## config.mk

```make
export PLATFORM = sky130hd
export DESIGN_NAME = array_count_unit
export DESIGN_NICKNAME = d
export VERILOG_FILES = /design/src/rtl/array_count_pkg.sv /design/src/rtl/array_count_cmp.sv /design/src/rtl/array_count_unit.sv
export SDC_FILE = /design/constraint.sdc
export NUM_CORES = 1
export LEC_CHECK = 0
export ABC_AREA = 1
export BUFFER_PORTS_ARGS = -buffer_cell sky130_fd_sc_hd__clkbuf_2
export CAP_MARGIN = 20
export CORE_MARGIN = 2
export CORE_UTILIZATION = 45
export DETAILED_ROUTE_END_ITERATION = 12
export GPL_ROUTABILITY_DRIVEN = 0
export GPL_TIMING_DRIVEN = 0
export PLACE_DENSITY = 0.67
export SETUP_SLACK_MARGIN = 0.1
export SKIP_CTS_REPAIR_TIMING = 1
export SYNTH_ARGS = -nofsm -noshare
export SYNTH_HDL_FRONTEND = slang
export SYNTH_HIERARCHICAL = 1
export SYNTH_SLANG_ARGS = --single-unit
```

## constraint.sdc

```tcl
create_clock -name clock -period 2.59 [get_ports clock]
set_input_delay 0.259 -clock clock [delete_from_list [all_inputs] [get_ports clock]]
set_output_delay 0.259 -clock clock [all_outputs]
set_load 0.01 [all_outputs]
```

## src/rtl/array_count_pkg.sv

```systemverilog
// array_count_pkg
//   Shared types and default sizes for the heap array scan engine and its
//   compare unit.
//   Optional feature macro used by array_count_unit: ARRAY_COUNT_EARLY_EXIT_EN.
package array_count_pkg;

  localparam int DEF_WIDTH   = 12;
  localparam int DEF_NAREA   = 10;
  localparam int DEF_NARRAYS = 20;

  typedef enum logic [1:0] {
    COUNT_GT = 2'b00,
    COUNT_LT = 2'b01,
    INDEX_EQ = 2'b10,
    INDEX_GT = 2'b11
  } op_t;

  typedef enum logic [1:0] {
    IDLE  = 2'b00,
    SCAN  = 2'b01,
    DRAIN = 2'b10,
    DONE  = 2'b11
  } state_t;

  // Index modes report the first match position instead of a count.
  function automatic logic is_index_op(input op_t op);
    return (op == INDEX_EQ) || (op == INDEX_GT);
  endfunction

endpackage

```

## src/rtl/array_count_cmp.sv

```systemverilog
// array_count_cmp
//   Combinational element-vs-key compare for the array scan units.
//   All comparisons are unsigned, full width.
// Ports:
//   op    in  compare mode (op_t)
//   data  in  heap element
//   key   in  comparison value
//   match out element satisfies the mode's predicate
module array_count_cmp
  import array_count_pkg::*;
#(
  parameter int WIDTH = DEF_WIDTH
) (
  input  op_t              op,
  input  logic [WIDTH-1:0] data,
  input  logic [WIDTH-1:0] key,
  output logic             match
);

  always_comb begin
    match = 1'b0;
    case (op)
      COUNT_GT: match = (data > key);
      COUNT_LT: match = (data < key);
      INDEX_EQ: match = (data == key);
      INDEX_GT: match = (data > key);
      default:  match = 1'b0;
    endcase
  end

endmodule

```

## src/rtl/array_count_unit.sv

```systemverilog
// array_count_unit
//   Multi-cycle scan engine over one fixed-size heap array area. Reads one
//   element per cycle, compares it against a key and returns either a match
//   count or the 1-based index of the first match (0 = none).
//   Optional feature: ARRAY_COUNT_EARLY_EXIT_EN -- index modes stop reading
//   and finish one cycle after the first match is seen.
// Ports:
//   clock, reset      clock and synchronous active-high reset
//   start             scan request, accepted only in IDLE
//   op                00 COUNT_GT, 01 COUNT_LT, 10 INDEX_EQ, 11 INDEX_GT
//   array_id          array area to scan (base = array_id*NAREA)
//   len               elements to scan, clamped to NAREA
//   key               comparison value
//   rd_en, rd_addr    heap read request
//   rd_data           heap data, valid the cycle after rd_en
//   busy              scan in progress
//   done              one-cycle completion pulse
//   result            count or first-match index, held between scans
//
// state | meaning
// IDLE  | waiting for start
// SCAN  | issuing one read per cycle, comparing the previous element
// DRAIN | no read; comparing the final element
// DONE  | done pulse, result valid
module array_count_unit
  import array_count_pkg::*;
#(
  parameter  int WIDTH   = DEF_WIDTH,
  parameter  int NAREA   = DEF_NAREA,
  parameter  int NARRAYS = DEF_NARRAYS,
  localparam int ADDR_W  = $clog2(NARRAYS*NAREA),
  localparam int CNT_W   = $clog2(NAREA+1),
  localparam int AID_W   = $clog2(NARRAYS)
) (
  input  logic              clock,
  input  logic              reset,
  input  logic              start,
  input  logic [1:0]        op,
  input  logic [AID_W-1:0]  array_id,
  input  logic [CNT_W-1:0]  len,
  input  logic [WIDTH-1:0]  key,
  output logic              rd_en,
  output logic [ADDR_W-1:0] rd_addr,
  input  logic [WIDTH-1:0]  rd_data,
  output logic              busy,
  output logic              done,
  output logic [CNT_W-1:0]  result
);

  state_t             r_state;
  state_t             w_next;
  op_t                r_op;
  logic [ADDR_W-1:0]  r_base;
  logic [CNT_W-1:0]   r_len;
  logic [WIDTH-1:0]   r_key;
  logic [CNT_W-1:0]   r_idx;     // next element to issue
  logic [CNT_W-1:0]   r_cidx;    // element currently being compared
  logic               r_vld;     // rd_data holds a requested element
  logic [CNT_W-1:0]   r_acc;
  logic               r_found;
  logic [CNT_W-1:0]   r_result;

  logic [CNT_W-1:0]   w_len_clamp;
  logic               w_match;
  logic               w_cmp_en;
  logic               w_hit;
  logic               w_last_issue;
  logic               w_early_exit;
  logic [CNT_W-1:0]   w_acc_next;

  assign w_len_clamp  = (len > CNT_W'(NAREA)) ? CNT_W'(NAREA) : len;
  assign w_last_issue = (r_state == SCAN) && (r_idx == r_len - CNT_W'(1));
  // A read issued in the cycle the engine leaves for DONE returns while in
  // DONE/IDLE and is ignored there.
  assign w_cmp_en     = r_vld && ((r_state == SCAN) || (r_state == DRAIN));
  assign w_hit        = w_cmp_en && w_match && is_index_op(r_op) && !r_found;

`ifdef ARRAY_COUNT_EARLY_EXIT_EN
  assign w_early_exit = w_hit;
`else
  assign w_early_exit = 1'b0;
`endif

  array_count_cmp #(
    .WIDTH (WIDTH)
  ) u_cmp (
    .op    (r_op),
    .data  (rd_data),
    .key   (r_key),
    .match (w_match)
  );

  always_comb begin
    w_acc_next = r_acc;
    if (w_cmp_en && w_match) begin
      if (!is_index_op(r_op))
        w_acc_next = r_acc + CNT_W'(1);
      else if (!r_found)
        w_acc_next = r_cidx + CNT_W'(1);
    end
  end

  always_ff @(posedge clock) begin
    if (reset)
      r_state <= IDLE;
    else
      r_state <= w_next;
  end

  always_comb begin
    w_next = r_state;
    rd_en  = 1'b0;
    busy   = 1'b0;
    done   = 1'b0;
    case (r_state)
      IDLE: begin
        if (start)
          w_next = (w_len_clamp == '0) ? DONE : SCAN;
      end
      SCAN: begin
        rd_en = 1'b1;
        busy  = 1'b1;
        if (w_early_exit)
          w_next = DONE;
        else if (w_last_issue)
          w_next = DRAIN;
      end
      DRAIN: begin
        busy   = 1'b1;
        w_next = DONE;
      end
      DONE: begin
        done   = 1'b1;
        w_next = IDLE;
      end
      default: w_next = IDLE;
    endcase
  end

  assign rd_addr = (r_state == SCAN) ? (r_base + ADDR_W'(r_idx)) : '0;
  assign result  = r_result;

  always_ff @(posedge clock) begin
    if (reset) begin
      r_op     <= COUNT_GT;
      r_base   <= '0;
      r_len    <= '0;
      r_key    <= '0;
      r_idx    <= '0;
      r_cidx   <= '0;
      r_vld    <= 1'b0;
      r_acc    <= '0;
      r_found  <= 1'b0;
      r_result <= '0;
    end else begin
      r_vld <= rd_en;
      if ((r_state == IDLE) && start) begin
        r_op    <= op_t'(op);
        r_base  <= ADDR_W'(array_id) * ADDR_W'(NAREA);
        r_len   <= w_len_clamp;
        r_key   <= key;
        r_idx   <= '0;
        r_cidx  <= '0;
        r_acc   <= '0;
        r_found <= 1'b0;
      end else begin
        if (rd_en)
          r_idx <= r_idx + CNT_W'(1);
        if (w_cmp_en) begin
          r_cidx  <= r_cidx + CNT_W'(1);
          r_acc   <= w_acc_next;
          r_found <= r_found | w_hit;
        end
      end
      // Zero-length scans go straight from IDLE to DONE with a zero result.
      if ((w_next == DONE) && (r_state != DONE))
        r_result <= (r_state == IDLE) ? '0 : w_acc_next;
    end
  end

endmodule

```

==> flow_metrics.tcl <==
set metrics [dict create \
    critPathCaptureType "primary output" \
    htreeDepth 2 \
    clock.fmax_mhz 435.2 \
    netlist_top_cells_count "67 x nor2_1, 66 x nand2_1, 57 x inv_1, 45 x dfxtp_1, 33 x o21ai_0" \
    area_growth_pct 17.12 \
    p_per_area_mw_per_mm2 823.6 \
    fin_skew_ns 0.007033 \
    worst_pin_slew_ns 0.5681 \
    cts-root-buf "clkbuf_8" \
    maxCapViolCount 0 \
    min_period_ns 2.298 \
    die_w_um 83.29 \
    yosysSeqAreaShare_pct 31.84 \
    ir_drop_uv 490.7 \
    max_slew_margin_pct 62.12 \
    dieArea_mm2 0.006936 \
    fillers 595 \
    reg2regPathDepth 19 \
    ys_async_sr_fraction_pct 0 \
    core_mm2 0.005991 \
    synth_fp_nets 471 \
    crit_fanout 7 \
    cts.sinks 45 \
    worstPathArrival_ns 2.04 \
    clock_path_buffers 2 \
    yosysWarningCount 6 \
    p_leak_nw 1.657 \
    hp-class "input port to register" \
    utilization_pct 55.30 \
    worstPathRequired_ns 2.33 \
    cp-startpoint "r_idx[1]$_SDFFE_PP0P_" \
    startpoint_type "register" \
    finalSetupViolations 0 \
    rsz0062_at_grt "yes" \
    ant_nets 0 \
    finalSetupTns_ns 0 \
    yosysUniqueCellTypes 36 \
    wl_per_cell_um 11.49 \
    die_h_um 83.29 \
    period_share_pct 88.73 \
    path_clk_slew_ns 0.09 \
    grt_pass1_vias 2590 \
    clock_latency_ns 0.30 \
    drv_slew 0 \
    syn_area_mm2 0.002829 \
    setup_ws_ns 0.2919 \
    slowest_stage "dfxtp_1" \
    drcViolationCount 0 \
    hold_viol 0 \
    grt_start_max_net_pins 14 \
    viasPerCell 4.912 \
    min_path_cells 3 \
    cts_tree "built" \
    routed_wl_mm 6.145 \
    place_ws_ns 0.2408 \
    row_count 28 \
    syn_inst 400 \
    synth_area_leaders "dfxtp_1 32%, ha_1 14%, nor2_1 8.9%" \
    synth.top_cell.area_share_pct 31.84 \
    io_pins 53 \
    crit_type "register to primary output" \
    ys.flop_type "dfxtp_1" \
    final_cell_area_mm2 0.003313 \
    min_from "key[9]" \
    drive_above_1_share_pct 20.65 \
    layout.nets 530 \
    dp_hpwl_mm 4.836 \
    portBuffers 52 \
    cts_buffers 5 \
    synth_seq_cells 45 \
    place_area_mm2 0.003183 \
    n_antenna_cell 0 \
    overflow 0 \
    syn_area_per_cell_um2 7.072 \
    antenna_found_initial 0 \
    grt_pass1_wl_mm 11.02 \
    via_count 2628 \
    synth_most_common_cell "nor2_1" \
    drt_iter0_markers 93 \
    track_usage_pct 19.05 \
    synth_top_cell_by_area "dfxtp_1" \
    status "finished, final reports clean" \
    path_cells "ha_1 -> fa_1 -> nand2_1 -> inv_1 -> o21ai_2 -> nor2_1 -> nand2_1 -> xor2_1 -> nor2_1 -> clkbuf_2" \
    synth-edff-count 0 \
    rr_startpoint "r_key[9]$_SDFFE_PP0P_" \
    initial_utilization_pct 47.22 \
    slowest_delay_ns 0.38 \
    dr.pass1.iters 4 \
    regToRegSetupSlack_ns 0.35 \
]
cell families after synthesis:
logic type                 count (synthesis)  share of synthesized area, %
AOI/OAI and AO/OA                         75                         15.17
xor gates and xnor gates                   5                         1.548
adders and majority gates                 33                         15.13
buffers and inverters                     71                         9.598
DFF                                       45                         31.84
and+or+nand+nor                          171                         26.71
area by class of cell:
type / instances / area [um^2] / area share, %
buffer: 8 / 33.78 / 1.020
clock buffer: 7 / 96.34 / 2.908
clock inverter: 1 / 5.005 / 0.1511
inverter: 63 / 237.7 / 7.175
multi-input combinational: 284 / 1684 / 50.83
sequential: 45 / 902.1 / 27.23
tap: 75 / 93.84 / 2.832
timing repair buffer: 52 / 260.3 / 7.855
sequential cells by signal (all words and copies together) (netlist names):
register,count
r_len,4
r_found,1
r_vld,1
result,4
r_op,2
r_key,12
r_state,2
r_cidx,4
r_idx,4
r_acc,4
r_base,7
cells in the final DEF (no fill, tap or decap), types with 3 or more instances in the layout:
| cell type | n |
|---|---|
| a21oi_1 | 24 |
| inv_1 | 57 |
| xor2_1 | 3 |
| nand2_1 | 65 |
| nand2_2 | 9 |
| inv_2 | 3 |
| buf_2 | 3 |
| nor3_1 | 4 |
| nor2_1 | 67 |
| clkbuf_2 | 52 |
| o21ai_0 | 32 |
| nand3_1 | 8 |
| a31oi_1 | 3 |
| dfxtp_1 | 44 |
| nor2_4 | 4 |
| clkbuf_1 | 5 |
| o211ai_1 | 3 |
| nor2_2 | 3 |
| ha_1 | 30 |
| nand4_1 | 4 |
| clkbuf_8 | 7 |
through the flow:
stage	hold WS, ns	instances	total power, mW
floorplan	0.3281	400	1.911
global placement	0.4649	527	2.206
detailed placement	0.4729	527	2.239
CTS	0.1938	535	2.737
global route	0.2144	535	2.995
finish	0.2007	535	2.729
per-layer routing:
layer	global-route usage, %	vias up	routed length, um
li1	-	1393	-
met1	23.78	1186	2921
met2	33.36	41	2886
met3	3.479	8	242
met4	5.514	0	94
met5	0	-	0
where the power goes:
group	internal, mW	switching, mW
clock	0.242	0.250
sequential	0.855	0.109
combinational	0.475	0.798
critical path: cells and delay by family (launching register included):
kind,cells,cell delay [ns]
adder cells (fa/ha/maj),2,0.61
AND/OR/NAND/NOR,4,0.27
AO/OA/AOI/OAI,1,0.15
XOR/XNOR,1,0.15
buffers and inverters,2,0.18
flip-flops,1,0.38
final timing paths:
kind,endpoint
worst max-delay path,rd_addr[7]
worst min-delay path,r_key[9]$_SDFFE_PP0P_
worst min register to register,r_key[7]$_SDFFE_PP0P_
worst max register to register,result[3]$_SDFFE_PP0P_
(Power assumes the default switching activity.)
